===== src/rtl/lcd_msg_ctrl.sv =====
// HD44780 message controller: init, clear, per-line address set and character writes from an external ROM.
// Each LCD transaction runs as SETUP / STROBE / HOLD phases, plus an extra wait after the clear command.
//
//   state     | meaning
//   WAIT_RDY  | idle after reset until ready_i
//   INIT      | function set, entry mode, display on
//   CLEAR     | clear display, latch requested message
//   ADDR      | set DDRAM address for current line
//   CHARS     | write COLS characters of current line
//   SHOW      | message displayed, watch sleep/select/refresh
//   OFF_CMD   | display-off command
//   OFF       | display off, wait for wake
//   WAKE      | display-on command, then full rewrite
module lcd_msg_ctrl #(
   parameter int NUM_MSG         = 4,
   parameter int LINES           = 2,
   parameter int COLS            = 16,
   parameter int TICK_CYCLES     = 800000,
   parameter int CLR_WAIT_CYCLES = 100000,
   parameter int SEL_W           = (NUM_MSG > 1) ? $clog2(NUM_MSG) : 1,
   parameter int ADDR_W          = (NUM_MSG*LINES*COLS > 1) ? $clog2(NUM_MSG*LINES*COLS) : 1
) (
   input  logic              clk,
   input  logic              reset,
   input  logic              ready_i,
   input  logic              sleep_i,
   input  logic [SEL_W-1:0]  msg_sel,
   input  logic              refresh_i,
   output logic [ADDR_W-1:0] rom_addr,
   input  logic [7:0]        rom_data,
   output logic              rs,
   output logic              rw,
   output logic              en,
   output logic [7:0]        dat,
   output logic              busy,
   output logic              done
);

   localparam int CNT_MAX = (TICK_CYCLES > CLR_WAIT_CYCLES) ? TICK_CYCLES : CLR_WAIT_CYCLES;
   localparam int CNT_W   = (CNT_MAX > 1) ? $clog2(CNT_MAX) : 1;
   localparam int COL_W   = (COLS > 1) ? $clog2(COLS) : 1;
   localparam int LINE_W  = (LINES > 1) ? $clog2(LINES) : 1;
   localparam logic [COL_W-1:0]  COL_LAST  = COL_W'(COLS - 1);
   localparam logic [LINE_W-1:0] LINE_LAST = LINE_W'(LINES - 1);
   localparam logic [CNT_W-1:0]  TICK_LD   = CNT_W'(TICK_CYCLES - 1);
   localparam logic [CNT_W-1:0]  CLR_LD    = CNT_W'(CLR_WAIT_CYCLES - 1);

   typedef enum logic [3:0] {
      S_WAIT_RDY, S_INIT, S_CLEAR, S_ADDR, S_CHARS, S_SHOW, S_OFF_CMD, S_OFF, S_WAKE
   } state_t;

   typedef enum logic [2:0] {P_IDLE, P_SETUP, P_STROBE, P_HOLD, P_CWAIT} phase_t;

   state_t            state, nxt_state;
   phase_t            ph;
   logic [CNT_W-1:0]  cnt;
   logic [1:0]        init_idx, nxt_idx;
   logic [COL_W-1:0]  col, nxt_col;
   logic [LINE_W-1:0] line, nxt_line;
   logic [SEL_W-1:0]  sel_q;
   logic              is_clr;
   logic              tx_end, ev, launch, fin_msg, l_rs;
   logic [7:0]        l_cmd;
   logic [ADDR_W-1:0] l_addr;

   assign rw     = 1'b0;
   assign tx_end = ((ph == P_HOLD) && (cnt == '0) && !is_clr) || ((ph == P_CWAIT) && (cnt == '0));

   // Decide what follows the current state/transaction and what the next transaction carries,
   // so back-to-back transactions start without a gap cycle.
   always_comb begin
      nxt_state = state;
      nxt_idx   = init_idx;
      nxt_col   = col;
      nxt_line  = line;
      ev        = 1'b0;
      fin_msg   = 1'b0;
      case (state)
         S_WAIT_RDY: if (ready_i) begin
            ev = 1'b1; nxt_state = S_INIT; nxt_idx = 2'd0;
         end
         S_INIT: if (tx_end) begin
            ev = 1'b1;
            if (init_idx == 2'd2) begin
               nxt_state = S_CLEAR; nxt_col = '0; nxt_line = '0;
            end else begin
               nxt_idx = init_idx + 2'd1;
            end
         end
         S_CLEAR: if (tx_end) begin
            ev = 1'b1; nxt_state = S_ADDR;
         end
         S_ADDR: if (tx_end) begin
            ev = 1'b1; nxt_state = S_CHARS; nxt_col = '0;
         end
         S_CHARS: if (tx_end) begin
            ev = 1'b1;
            if (col == COL_LAST) begin
               nxt_col = '0;
               if (line == LINE_LAST) begin
                  nxt_state = S_SHOW; fin_msg = 1'b1;
               end else begin
                  nxt_state = S_ADDR; nxt_line = line + 1'b1;
               end
            end else begin
               nxt_col = col + 1'b1;
            end
         end
         S_SHOW: if (sleep_i) begin
            ev = 1'b1; nxt_state = S_OFF_CMD;
         end else if ((msg_sel != sel_q) || refresh_i) begin
            ev = 1'b1; nxt_state = S_CLEAR; nxt_col = '0; nxt_line = '0;
         end
         S_OFF_CMD: if (tx_end) begin
            ev = 1'b1; nxt_state = S_OFF;
         end
         S_OFF: if (!sleep_i) begin
            ev = 1'b1; nxt_state = S_WAKE;
         end
         S_WAKE: if (tx_end) begin
            ev = 1'b1; nxt_state = S_CLEAR; nxt_col = '0; nxt_line = '0;
         end
         default: begin
            ev = 1'b1; nxt_state = S_WAIT_RDY;
         end
      endcase

      launch = ev && (nxt_state != S_WAIT_RDY) && (nxt_state != S_SHOW) && (nxt_state != S_OFF);
      l_rs   = (nxt_state == S_CHARS);
      case (nxt_state)
         S_INIT:    l_cmd = (nxt_idx == 2'd0) ? 8'h38 : (nxt_idx == 2'd1) ? 8'h06 : 8'h0C;
         S_CLEAR:   l_cmd = 8'h01;
         S_ADDR:    l_cmd = (nxt_line != '0) ? 8'hC0 : 8'h80;
         S_OFF_CMD: l_cmd = 8'h08;
         S_WAKE:    l_cmd = 8'h0C;
         default:   l_cmd = 8'h00;
      endcase
      l_addr = ADDR_W'((int'(sel_q) * LINES + int'(nxt_line)) * COLS + int'(nxt_col));
   end

   always_ff @(posedge clk or negedge reset) begin
      if (!reset) begin
         state    <= S_WAIT_RDY;
         ph       <= P_IDLE;
         cnt      <= '0;
         init_idx <= '0;
         col      <= '0;
         line     <= '0;
         sel_q    <= '0;
         is_clr   <= 1'b0;
         rom_addr <= '0;
         rs       <= 1'b0;
         en       <= 1'b0;
         dat      <= '0;
         busy     <= 1'b0;
         done     <= 1'b0;
      end else begin
         done <= fin_msg;
         case (ph)
            P_SETUP: if (cnt == '0) begin
               ph <= P_STROBE; en <= 1'b1; cnt <= TICK_LD;
               if (rs) dat <= rom_data;
            end else begin
               cnt <= cnt - 1'b1;
            end
            P_STROBE: if (cnt == '0) begin
               ph <= P_HOLD; en <= 1'b0; cnt <= TICK_LD;
            end else begin
               cnt <= cnt - 1'b1;
            end
            P_HOLD: if (cnt == '0) begin
               if (is_clr) begin
                  ph <= P_CWAIT; cnt <= CLR_LD;
               end else begin
                  ph <= P_IDLE;
               end
            end else begin
               cnt <= cnt - 1'b1;
            end
            P_CWAIT: if (cnt == '0) ph <= P_IDLE;
                     else           cnt <= cnt - 1'b1;
            default: ;
         endcase

         if (ev) begin
            state    <= nxt_state;
            init_idx <= nxt_idx;
            col      <= nxt_col;
            line     <= nxt_line;
            busy     <= launch;
            if (launch) begin
               ph     <= P_SETUP;
               cnt    <= TICK_LD;
               rs     <= l_rs;
               is_clr <= (nxt_state == S_CLEAR);
               if (nxt_state == S_CLEAR) sel_q <= msg_sel;
               if (l_rs) rom_addr <= l_addr;
               else      dat      <= l_cmd;
            end
         end
      end
   end

endmodule


===== config.mk =====
export PLATFORM = sky130hd
export DESIGN_NAME = lcd_msg_ctrl
export DESIGN_NICKNAME = d
export VERILOG_FILES = /design/src/rtl/lcd_msg_ctrl.sv
export SDC_FILE = /design/constraint.sdc
export NUM_CORES = 1
export LEC_CHECK = 0
export CAP_MARGIN = 40
export CORE_MARGIN = 3
export CORE_UTILIZATION = 40
export DETAILED_ROUTE_END_ITERATION = 10
export GPL_TIMING_DRIVEN = 0
export PLACE_DENSITY = 0.58
export SLEW_MARGIN = 20
export SYNTH_ARGS = -nofsm -noshare
export SYNTH_HDL_FRONTEND = slang
export SYNTH_SLANG_ARGS = --single-unit

===== constraint.sdc =====
create_clock -name clk -period 2.9 [get_ports clk]
set_input_delay 0.29 -clock clk [delete_from_list [all_inputs] [get_ports clk]]
set_output_delay 0.29 -clock clk [all_outputs]
set_load 0.05 [all_outputs]

## Yosys cells after proc, flatten, opt, wreduce, memory -nomap -nowiden

Cells that the tools add are included.

| storage, ports and cells | value |
|---|---|
| register bits | 56 |
| output and inout bits | 20 |
| word-level logic and storage cells | 140 |

| cells by class | value |
|---|---|
| $add $sub $neg | 6 |
| equal/unequal tests | 26 |
| mux-type cells | 73 |
| reductions and logical operators | 21 |

Operator list:

| operator | count |
|---|---|
| $mux W20 | 6 |
| $mux W4 | 20 |
| $pmux W20 S3 | 1 |
| $mux W8 | 6 |
| $pmux W8 S5 | 1 |
| $pmux W4 S9 | 1 |
| $eq A4 B3 Y1 const B | 6 |
| $mux W3 | 8 |
| $logic_not A20 Y1 | 1 |
| $sub A20 B1 Y20 const B | 1 |
| $mux W1 | 19 |
| $eq A4 B2 Y1 const B | 4 |
| $pmux W4 S4 | 1 |
| $eq A4 B4 Y1 const B | 3 |
| $pmux W3 S4 | 1 |
| $reduce_and A3 Y1 | 3 |
| $eq A4 B1 Y1 const B | 2 |
| $ne A4 B3 Y1 const B | 2 |
| $pmux W1 S4 | 2 |
| $add A7 B4 Y7 | 1 |
| $mux W7 | 1 |
| $eq A3 B2 Y1 const B | 2 |
| $logic_and A1 B1 Y1 | 6 |
| $mux W2 | 3 |
| other kinds (22) | 25 |

## Longest topological paths before layout

Gate-level depths: netlist of run 1.

| logic depth | value |
|---|---|
| depth after elaboration | 13 |
| mapped depth | 12 |
| gate-level depth less buffers | 10 |

## Least setup slack after synthesis of run 1

Ideal clock, no wire load.

| timing path | value |
|---|---|
| path kind | flip-flop to flip-flop |
| from | reg cnt[0] |
| to | reg rom_addr[1] |
| data arrival time | 2553 ps |
| slack | 223 ps |
| stages on the path, launching flop included | 13 |
| path through | dfrtp_1 > inv_1 > ha_1 > nor3b_1 > and4_1 > buf_6 > nand3_2 > o2111ai_1 > and2_1 > buf_6 > inv_4 > nor4_4 > mux2_2 |

| between the ends | value |
|---|---|
| word-level cells in the longest chain between the ends | 11 |
| elaborated cells between the ends (all ways) | 27 |
| those cells by class | 1 x add/sub; 3 x eq/ne; 13 x mux; 10 x reduce/logical |

Ends and longest elaborated chain:

| element | line | source |
|---|---|---|
| from (decl) | 56 | `logic [CNT_W-1:0] cnt;` |
| from (signal assigned) | 164 | `cnt <= cnt - 1'b1;` |
| from (signal assigned) | 169 | `cnt <= cnt - 1'b1;` |
| from (signal assigned) | 178 | `cnt <= cnt - 1'b1;` |
| $logic_not A20 Y1 * | 67 | `assign tx_end = ((ph == P_HOLD) && (cnt == '0) && !is_clr) \|\| ((ph == P_CWAIT) && (cnt == '0));` |
| $logic_and A1 B1 Y1 (2 in series) | 67 |  |
| $logic_or A1 B1 Y1 * | 67 |  |
| parallel branches: the longest is 7 deep, another holds $add A7 B4 Y7 | n/a |  |
| to (signal assigned) | 197 | `if (l_rs) rom_addr <= l_addr;` |
| to (decl) | 29 | `output logic [ADDR_W-1:0] rom_addr,` |

Mark *: on every way between the ends.
A chain may end at the register's enable or synchronous reset.

## Worst setup path in the final report of run 1

| timing path | value |
|---|---|
| from | reg cnt[7] |
| to | reg rom_addr[4] |

| between the ends | value |
|---|---|
| word-level cells in the longest chain between the ends | 11 |
| elaborated cells between the ends (all ways) | 32 |
| those cells by class | 2 x add/sub; 3 x eq/ne; 17 x mux; 10 x reduce/logical |

Ends and longest elaborated chain:

| element | line |
|---|---|
| $logic_not A20 Y1 * | 67 |
| $logic_and A1 B1 Y1 (2 in series) | 67 |
| $logic_or A1 B1 Y1 * | 67 |
| parallel branches: the longest is 7 deep, another holds $add A7 B4 Y7 | n/a |

Marked as above.

==> impl_results.md, run 1 <==
- Distinct cells, synth: approximately 80
- Sequential fraction of the synthesis area: 38.5%
- Synth Flop Type: dfrtp_1
- Clk sink count: 56
- Global Route met2 Usage: a little under a third
- Placed cell count: 544
- Sw Pwr: between 0.001 and 0.0015 W
- Worst vdd ir: around 0.30 mV
- P_leak: between 1.5 and 2 nW
- CTS tree: done
- Number of max-cap violations: 0
- Data arrival, critical path: ~3000 ps
- CP startpoint kind: flop
- Net count after synthesis: between 400 and 500
- Kind of critical path: reg2reg
- Worst slew pin tran: 824 ps
- Finish-stage setup viols: 0
- Worst setup path start: cnt[7]
- Grt met3 use: under 10%
- Die height: around 100 um
- Vias in the first global route: 3094
- Area occupied by multi-input gates: between 2000 and 2500 sq um
- Htree depth: 2
- Worst hold start: busy
- DIE AREA: slightly above 10000 sq um
- Clock Power Share: approximately 16%
- Share of layout cells above drive strength 1: between 10% and 20%
- Total gr overflow: 0
- ANT nets after route: 0
- Crit Path Max Fanout: 7
- Post-synth EDFFs: 0
- Core area: ~8800 sq um
- Starting Density: between 40 and 50%
- Clk Latency, worst-skew pair: between 300 and 400 ps
- Synthesized area: roughly 3600 sq um
- Power density over cell area: ~700 nW/um^2
- Clk pin slew, worst setup/hold paths: between 100 and 150 ps
- Starting DRT DRC Count: ~140
- Max-slew violation count: 0
- # diodes: 0
- Drt wl/cell: approximately 17 um
- First-pass GRT wire length: about 16 mm
- Number of remaining DRC errors: 0
- Highest Clock Rate: roughly 360 MHz
- I/O Pins: 35
- Met1 Usage GRT: between 20% and 30%
- Combined flip-flop and latch cell area: around 1400 sq um
- Syn Inst Count: roughly 400
- CTS buffer count: 5
- DR vias: about 3300
- Worst Path Required: a little over 3000 ps
- FF-to-FF Start: cnt[7]
- Post-DP HPWL: around 6.9 mm
- I/O Buffers: 33
- Flop pwr share: a little over a third
- Outcome: completed
- Crit. End Element: flop
- Placement row count: 34
- Pwr Total: 0.00322 W
- Clock buffer depth: 2
- Async SR Flop Fraction: between 90% and 100%
- Largest net degree at the start of global routing: 57
- Hold WC Path Type: reg2reg
- Post-DR vias/cell: roughly 5.9
- Clock skew: 11.0 ps
- Slew headroom: between 40% and 50%
- Final Hold Violating Endpoints: 0
- Synthesized area per cell: slightly above 9 sq um
- #FFs+latches synth: 56
- Filler cells: slightly below 800
- Switch share: between 40% and 50%
- Initial antenna violation count: 0
- CTS root buffer: clkbuf_8
- Placer Congestion: 0.908
- Comb power frac: roughly half
- GRT Total Usage: between 10% and 20%
- Wirelength, routed: ~10 mm
- Layout area overhead: 24.1%
- Layer with the highest usage: met2
- 1st-pass router iterations: 4
- Final #Nets: 474
- Final Non-Filler Cells: ~560
- Period utilization: 96.4%
- Die X: between 100 and 150 um
- Syn. warnings: 0
- Internal power: 0.00182 W
- Minimum clock period: 2800 ps
[cell families (layout without fill, tap and decap cells)]
logic type	after synthesis	after routing	share of synthesized area, %
AOI/OAI and AO/OA	118	118	22.3
xor gates and xnor gates	9	9	2.17
adders and majority gates	6	6	2.06
buffers and inverters	37	93	4.78
DFF	56	56	38.5
muxes	21	21	6.06
other	1	1	0.103
and+or+nand+nor	150	150	24.0
[critical path, cell delays in order (launching register included)]
cell,delay [ps]
dfrtp_1,420
or3_4,430
or2_1,220
buf_4,180
nor3_4,270
o221ai_1,160
a211o_2,400
a22o_1,320
mux2_2,280
[cell type report]
cell class                 count  share of cell area (%)
clock buffer                   5                    1.52
buffer                        17                    2.22
clock inverter                 3                   0.943
multi-input combinational    305                    48.7
tap                          108                    2.99
inverter                      17                    1.47
timing repair buffer          51                    11.1
sequential                    56                    31.1
[stage by stage]
step / hold WS, ps / setup TNS [ps] / setup slack [ps] / util [%] / cell area [sq um]
floorplan: -5.59 / 0 / 223 / - / 3640
global placement: 487 / -24280 / -407 / 46.8 / 4100
detailed placement: 304 / -6160 / -409 / 47.4 / 4150
CTS: 495 / 0 / 16.3 / 49.9 / 4380
global route: 525 / -4.61 / -3.83 / 51.5 / 4510
finish: 488 / 0 / 105 / 51.5 / 4510
[layer usage]
layer | share of wire (%) | routed length (um)
met1 | 45 | 4380
met2 | 49 | 4730
met3 | 4.9 | 472
met4 | 1.5 | 144
met5 | 0 | 0
[cell usage after synthesis, types with 5 or more instances]
master | n | area, sq um
a21oi_1 | 29 | 145
a31oi_1 | 5 | 31.3
and3_1 | 6 | 37.5
clkbuf_1 | 12 | 45.0
dfrtp_1 | 56 | 1400
ha_1 | 6 | 75.1
inv_1 | 14 | 52.6
mux2_2 | 8 | 90.1
mux2i_1 | 13 | 130
nand2_1 | 36 | 135
nand2b_1 | 5 | 31.3
nand3_1 | 9 | 45.0
nand3b_1 | 6 | 45.0
nor2_1 | 29 | 109
nor3_1 | 12 | 60.1
nor3b_1 | 5 | 37.5
nor4_1 | 6 | 37.5
o21ai_0 | 26 | 130
xor2_1 | 5 | 43.8
[cells in the final DEF, fill, tap and decap left out, drive strengths merged, types with 5 or more instances in the layout]
master / n
xor2: 5
a31oi: 5
buf: 25
nand3: 10
nand2b: 5
o21ai: 33
nor3: 14
clkdlybuf4s50: 32
mux2: 8
nor4: 9
mux2i: 13
nand2: 36
clkbuf: 14
dfrtp: 56
nor3b: 6
a21oi: 29
nand3b: 6
ha: 6
nor2: 33
and3: 6
inv: 17
[repair_timing]
item / 4_1_cts / 5_1_grt
pin swaps: 4 / 8
endpoints found under the setup margin: 33 / 41
hold endpoints to repair: 56 / 0
hold buffers: 1 / 0
resized for setup: 8 / 25
setup buffers: 5 / 7
[path summary, 6_finish.rpt]
| path | end | slack [ps] | cells after the start |
|---|---|---|---|
| setup / recovery | rom_addr[4] | 100 | 8 |
| hold / removal | busy | 490 | 2 |
| setup reg to reg | rom_addr[4] | 100 | 8 |
| hold reg to reg | busy | 490 | 2 |
| max in group asynchronous | ph[0] | 2140 | 3 |
| min in group asynchronous | done | 510 | 3 |
[flip-flops by register name, summed over array words and instances (netlist names)]
name      cells
cnt          20
is_clr        1
sel_q         2
init_idx      2
col           4
line          1
rom_addr      7
ph            3
en            1
dat           8
rs            1
done          1
busy          1
state         4
[power groups by stage]
| stage | combinational [W] | clock (W) | sequential [W] |
|---|---|---|---|
| 2_1_floorplan | 0.000788 | 0 | 0.00135 |
| 3_5_place_dp | 0.00142 | 0 | 0.00115 |
| 6_report | 0.00155 | 0.000525 | 0.00114 |
| 4_1_cts | 0.00148 | 0.000548 | 0.00113 |
| 5_1_grt | 0.00168 | 0.000578 | 0.00117 |
| 3_3_place_gp | 0.00140 | 0 | 0.00115 |
(Power assumes the default switching activity.)
==> run 2: changes to the inputs <==
clock period = 2.4 ns   (was 2.9 ns; I/O delays follow)
==> impl_results.md, run 2 (synthesis gave the netlist of run 1 again) <==
- Sw Pwr: roughly 0.0019 W
- Switch share: between 40 and 50%
- Total gr overflow: 0
- Highest Clock Rate: 364 MHz
- GRT Total Usage: 20.5%
- First-pass GRT wire length: roughly 17 mm
- Htree depth: 2
- Post-DP HPWL: a little under 7 mm
- CTS root buffer: clkbuf_8
- Slew headroom: a little over half
- Clk Latency, worst-skew pair: approximately 320 ps
- Largest net degree at the start of global routing: 45
- # diodes: 0
- Starting DRT DRC Count: roughly 160
- Starting Density: between 40% and 50%
- Clock skew: 10.7 ps
- Worst vdd ir: around 0.47 mV
- Clk sink count: 56
- Vias in the first global route: ~3400
- DR vias: 3500
- Largest regs: cnt: 20 flops, dat: 8 flops, rom_addr: 7 flops
- Post-DR vias/cell: about 5.8
- Most frequent cells in the layout: dfrtp_1 (55), buf_4 (44), nand2_1 (33)
- Die height: 101 um
- RSZ-0062 raised after global routing: true
- Core area: 8760 sq um
- Layout area overhead: 42.7%
- Worst r2r path cells: 9
- Share of layout cells above drive strength 1: between 30 and 40%
- Period utilization: 114%
- Crit Path Max Fanout: 10
- Final #Nets: just over 500
- Initial antenna violation count: 0
- Delay-heaviest family, CP: simple AND/OR/NAND/NOR gates
- I/O Pins: 35
- Die X: 101 um
- ANT nets after route: 0
- Worst Path Required: roughly 2600 ps
- FF-to-FF setup slack: -350 ps
- Flop pwr share: around 33%
- Failing checks: negative setup slack
- CTS buffer count: 5
- Number of remaining DRC errors: 0
- Clock Power Share: approximately an eighth
- Placer Congestion: 0.857
- CP startpoint kind: flop
- Number of max-cap violations: 0
- Wirelength, routed: ~11 mm
- Commonest non-fill, non-tap cell in the layout: dfrtp_1
- Worst path depth: 9
- Placement row count: 34
- Minimum clock period: 2750 ps
- DIE AREA: roughly 10000 sq um
- Setup TNS: -11130 ps
- Largest Register: cnt
- Power density over cell area: 812 nW/um^2
- Worst Path Buf+Inv: 3
- Final worst slack: -345 ps
- Max-slew violation count: 0
- Clock buffer depth: 2
- P_leak: roughly 2.2 nW
- Hold WC Path Type: in2async
- Crit. End Element: flop
- Comb power frac: between 50% and 60%
- Internal power: around 0.0023 W
- Largest stage delay, worst path: between 500 and 600 ps
- Final Hold Violating Endpoints: 0
- Worst slew pin tran: between 700 and 800 ps
- Clk pin slew, worst setup/hold paths: about 100 ps
- Worst path cell trace: clkbuf_2, or3b_2, o21bai_1, nand2b_1, a221oi_4, buf_4, a311oi_4, clkbuf_16, a21oi_1
- I/O Buffers: 33
- Pre-CTS setup slack: -827 ps
- Data arrival, critical path: a little under 3000 ps
- Drt wl/cell: around 18 um
- Slowest library cell on the worst path: or3b_2
- Pwr Total: between 0.004 and 0.005 W
- Max reg flops: 20
- Kind of critical path: reg2reg
- CTS tree: done
- Finish-stage setup viols: 45
- Outcome: finished, violations left
- 1st-pass router iterations: 5
## run 2: through the flow
step | util (%) | std cells | area (sq um) | hold WS (ps)
after global routing | 59.2 | 605 | 5190 | 329
final | 59.2 | 605 | 5190 | 309
after global placement | 47.8 | 539 | 4190 | 481
after floorplan | - | 398 | 3730 | -55.6
after detailed placement | 48.2 | 541 | 4220 | 114
after CTS | 55.7 | 587 | 4880 | 310
## run 2: layout make-up
| cell class | instances | area, sq um |
|---|---|---|
| Sequential cell | 56 | 1400 |
| Buffer | 17 | 105 |
| Inverter | 17 | 66.3 |
| Fill cell | 770 | 3570 |
| Clock inverter | 2 | 16.3 |
| Timing Repair Buffer | 94 | 912 |
| Multi-Input combinational cell | 305 | 2480 |
| Tap cell | 108 | 135 |
| Clock buffer | 6 | 72.6 |
## run 2: power by group through the flow
stage               combinational [W]  clock, W  sequential (W)
floorplan                    0.000986         0         0.00163
global placement              0.00174         0         0.00138
detailed placement            0.00177         0         0.00138
CTS                           0.00206  0.000556         0.00137
global route                  0.00246  0.000583         0.00142
finish                        0.00229  0.000532         0.00139
## run 2: path summary, 6_finish.rpt
| path | from | to |
|---|---|---|
| worst max-delay path | state[2] | ph[2] |
| min in group clk | msg_sel[0] | sel_q[0] |
| worst min register to register | rom_addr[6] | rom_addr[6] |
| worst min-delay path | reset | rom_addr[2] |
| max in group asynchronous | reset | cnt[12] |
| worst max register to register | state[2] | ph[2] |
## run 2: timing repair
| action | in CTS | in global routing |
|---|---|---|
| hold endpoints to repair | 12 | 0 |
| endpoints found under the setup margin | 45 | 45 |
| hold buffers | 1 | 0 |
| buffers inserted | 38 | 17 |
| pin swaps | 22 | 12 |
| resized for setup | 58 | 34 |
| gates cloned | 1 | 1 |
## run 2: layer usage
metal  up-vias  wire, um  track usage, %
li1       1661         -               -
met5         -         0               0
met2        87      5540            35.8
met1      1726      4560            26.0
met3        26       356            2.75
met4         0       264            7.16
==> edit 1, RTL diff (settings of run 1) <==
Encoding of `phase_t`: now one-hot (5 bits for 5 values).
--- a/src/rtl/lcd_msg_ctrl.sv
+++ b/src/rtl/lcd_msg_ctrl.sv
@@ -50,5 +50,5 @@
    } state_t;
 
-   typedef enum logic [2:0] {P_IDLE, P_SETUP, P_STROBE, P_HOLD, P_CWAIT} phase_t;
+   typedef enum logic [4:0] {P_IDLE = 5'b00001, P_SETUP = 5'b00010, P_STROBE = 5'b00100, P_HOLD = 5'b01000, P_CWAIT = 5'b10000} phase_t;
 
    state_t            state, nxt_state;
Function: same outputs for any inputs over 10 cycles, from zero or initial values and one cycle with reset low; not proved beyond that.
==> edit 1 against run 1 <==
Count of clock-buffer cells in the layout rose by 6. First-iteration DRC count stayed put. Highest routed layer unchanged. Area after synthesis grew 0.52%. Total power rose by 4.0%. Die area is 0.48% higher. Sequential cell count is 2 higher. Critical path type unchanged. Setup slack worse by 0.078 ns. Routed wire length rose by 4.8%. Final cell count is 3.9% higher. Global-route usage up 1.8 points. Via count is 5.0% higher. Final area rose by 4.3%.
==> edit 1: results (changes against run 1) <==
Reg2Reg Depth -> 9 (was 8)
Core box area -> 8806 sq um (was 8763 sq um)
First-pass GRT wire length -> 17.00 mm (was 15.55 mm)
Final HPWL DP -> 7.100 mm (was 6.875 mm)
Sequential cell area share -> 30.99% (was 31.08%)
Final wirelength -> 10.19 mm (was 9.723 mm)
Clock skew -> 0.009530 ns (was 0.01098 ns)
Synth top cells by count -> 57 x dfrtp_1, 32 x nand2_1, 31 x nor2_1, 28 x o21ai_0, 27 x a21oi_1 (was 56 x dfrtp_1, 36 x nand2_1, 29 x a21oi_1, 29 x nor2_1, 26 x o21ai_0)
Sequential-to-total area share from yosys stat -> 39.75% (was 38.54%)
Nonclk buf count -> 71 (was 68)
Worst Setup EP -> rom_addr[0] (was rom_addr[4])
HP Class -> input port to async pin (was flip-flop to flip-flop)
Final GP Congestion -> 0.9606 (was 0.9076)
Synth top area cells -> dfrtp_1 39%, mux2i_1 3.8%, o21ai_0 3.8% (was dfrtp_1 39%, a21oi_1 4.0%, nand2_1 3.7%)
RR Startpoint -> cnt[10] (was cnt[7])
# clk buffers -> 11 (was 5)
GRT Total Usage -> 20.76% (was 18.96%)
Biggest cell delay along the critical path -> 0.45 ns (was 0.43 ns)
Skew-Pair Late Insertion Delay -> 0.34 ns (was 0.31 ns)
Non-clk invs -> 18 (was 17)
Critical path's slowest cell -> dfrtp_2 (was or3_4)
CTS H-tree depth -> 3 (was 2)
DR vias/cell -> 5.918 (was 5.858)
TritonCTS Buffers -> 9 (was 5)
Status -> complete, no violations (unchanged)
Distinct cell type count of the synthesized netlist -> 73 (was 79)
Mapped cell area -> 3655 sq um (was 3636 sq um)
Worst vdd ir -> 0.0004981 V (was 0.0003012 V)
Clk tree area frac -> 3.961% (was 2.467%)
Cell Area, Placed -> 4138 sq um (was 4154 sq um)
Largest net degree at the start of global routing -> 39 (was 57)
[edit 1: changes by cell type after synthesis, moves of 4 or more]
cell / before / now
nor4_1: 6 / 12
nand2_1: 36 / 32
nand3_1: 9 / 20
and3_1: 6 / 0
or4_1: 3 / 7
nor3_1: 12 / 21
[edit 1: through the flow]
| step | instances | worst slack (ns) | power (mW) | utilization [%] |
|---|---|---|---|---|
| floorplan | 409 | 0.1246 | 2.056 | - |
| global placement | 550 | -0.6257 | 2.473 | 46.79 |
| detailed placement | 551 | -0.6519 | 2.485 | 46.99 |
| CTS | 574 | -0.0007701 | 3.289 | 51.41 |
| global route | 584 | -0.09995 | 3.564 | 53.45 |
| finish | 584 | 0.02746 | 3.349 | 53.45 |
[edit 1: logic make-up (layout without fill, tap and decap cells)]
kind of cell    count (synthesis)  in the layout  share of synthesized area (%)
xor+xnor                        6              6                          1.438
simple gates                  174            174                          27.32
buf+inv                        38            105                          4.177
fa+ha+maj                       6              6                          2.054
flops                          58             58                          39.75
mux                            22             22                          6.402
compound gates                104            104                          18.76
other cells                     1              1                         0.1026
[edit 1: per-layer routing]
| metal | wire (um) | track usage, % | up-vias | part of all wire [%] |
|---|---|---|---|---|
| met5 | 0 | 0 | - | 0 |
| met4 | 145 | 7.669 | 0 | 1.4 |
| met3 | 544 | 4.959 | 16 | 5.3 |
| met2 | 4913 | 34.26 | 105 | 48 |
| met1 | 4590 | 26.44 | 1675 | 45 |
| li1 | - | - | 1660 | - |
[edit 1: repair_timing]
action | CTS | global route
pin swaps | 7 | 12
hold endpoints to repair | 20 | 0
buffers inserted | 6 | 12
resized for setup | 28 | 29
hold buffers | 1 | 0
setup endpoints to repair | 48 | 39
==> edit 2, RTL diff (flow settings as in run 1) <==
Made on the original files. `LINES`: 2 -> 1.
--- a/src/rtl/lcd_msg_ctrl.sv
+++ b/src/rtl/lcd_msg_ctrl.sv
@@ -14,5 +14,5 @@
 module lcd_msg_ctrl #(
    parameter int NUM_MSG         = 4,
-   parameter int LINES           = 2,
+   parameter int LINES           = 1,
    parameter int COLS            = 16,
    parameter int TICK_CYCLES     = 800000,
Ports: changed (resized rom_addr); port bits go from 35 to 34. The function was not compared with the original's and may differ.
==> edit 2 against run 1 <==
The run now ends with setup timing left. Final cell count grew 3.6%. Setup slack lost 0.48 ns. Sequential cell count shrank 1. Routed wire length grew 1.3%. Synthesized cell count grew 2.8%. Area after synthesis grew 0.34%. Final area grew 0.44%. Critical path type unchanged.
Power is not compared: it rests on default switching activity, and its combinational part moved more than twofold at a synthesized area within 25%.
==> edit 2: results (changes against run 1) <==
WL per Instance -> 16.92 um (was 17.30 um)
Port Buffer Count -> 32 (was 33)
Reg2Reg Depth -> 9 (was 8)
Top flop regs -> cnt x20, dat x8, rom_addr x6 (was cnt x20, dat x8, rom_addr x7)
Rel. slew slack -> 42.29% (was 44.69%)
Vias in the first global route -> 3,322 (was 3,094)
NumNets Final -> 496 (was 474)
Clock skew -> 0.006521 ns (was 0.01098 ns)
GRT Total Usage -> 19.82% (was 18.96%)
CP Data Arrival Time -> 3.50 ns (was 2.99 ns)
Biggest cell delay along the critical path -> 0.57 ns (was 0.43 ns)
CP Max Fanout -> 10 (was 7)
Critical path's slowest cell -> or4_4 (was or3_4)
Setup slack after layout -> -0.3772 ns (was 0.1050 ns)
Synth top area cells -> dfrtp_1 38%, nor2_1 3.8%, a21oi_1 3.4% (was dfrtp_1 39%, a21oi_1 4.0%, nand2_1 3.7%)
Vias -> 3,385 (was 3,292)
Final setup violation count -> 42 (was 0)
Synth top cells by count -> 55 x dfrtp_1, 37 x nor2_1, 28 x nand2_1, 25 x a21oi_1, 25 x o21ai_0 (was 56 x dfrtp_1, 36 x nand2_1, 29 x a21oi_1, 29 x nor2_1, 26 x o21ai_0)
First-pass GRT wire length -> 16.39 mm (was 15.55 mm)
Hold WS -> 0.4365 ns (was 0.4880 ns)
Setup TNS -> -13.14 ns (was 0 ns)
Final GP Congestion -> 0.8748 (was 0.9076)
R2R Path End -> cnt[18] (was rom_addr[4])
Status -> finished, violations left (was complete, no violations)
Syn Nets -> 431 (was 419)
FILL cells -> 848 (was 786)
HP Class -> input port to async pin (was flip-flop to flip-flop)
Cell Area, Placed -> 4159 sq um (was 4154 sq um)
Distinct cell type count of the synthesized netlist -> 66 (was 79)
Failing checks -> setup timing
Sequential-to-total area share from yosys stat -> 37.72% (was 38.54%)
Final HPWL DP -> 7.134 mm (was 6.875 mm)
Largest net degree at the start of global routing -> 32 (was 57)
==> edit 2: worst max path at each step <==
stage / startpoint / to / slack (ns)
4_1_cts: cnt[9] / cnt[10] / -0.39
6_report: cnt[9] / cnt[18] / -0.38
5_1_grt: cnt[9] / cnt[10] / -0.51
2_1_floorplan: cnt[9] / rom_addr[1] / -0.30
3_5_place_dp: cnt[8] / is_clr / -0.95
3_3_place_gp: state[0] / is_clr / -1.09
==> edit 2: kinds of logic after synthesis <==
family                     count (synthesis)  synth area share, %
AOI/OAI and AO/OA                        118                21.78
muxes                                     19                5.933
xor gates and xnor gates                   8                1.921
adders and majority gates                  7                2.400
and+or+nand+nor                          163                25.31
buffers and inverters                     38                4.835
other                                      1               0.1028
DFF                                       55                37.72
==> edit 2: area by class of cell <==
class / instances / area share (%)
repair buffers: 59 / 12.12
flip-flops and latches: 55 / 30.47
plain buffers: 20 / 2.346
inverters: 17 / 1.573
multi-input cells: 316 / 48.58
well taps: 108 / 2.981
clock inverters: 1 / 0.1104
clock buffers: 6 / 1.822
==> edit 2: repair_timing <==
action	4_1_cts	5_1_grt
pin swaps	7	3
gates resized for setup	12	13
endpoints found under the hold margin	24	0
hold buffers	1	0
setup buffers	15	9
setup endpoints to repair	42	46
==> edit 2: per-stage QoR <==
stage	power [mW]	std cells	setup WS, ns
final	2.218	582	-0.3772
after global routing	2.374	582	-0.5081
after CTS	2.191	573	-0.3908
after detailed placement	1.711	551	-0.9453
after global placement	1.691	549	-1.089
after floorplan	1.480	409	-0.2986
==> edit 2: layer usage <==
layer	global-route usage, %	up-vias	wire, um
met3	3.030	14	357
li1	-	1649	-
met2	33.45	79	4874
met1	25.75	1643	4402
met4	7.157	0	213
met5	0	-	0
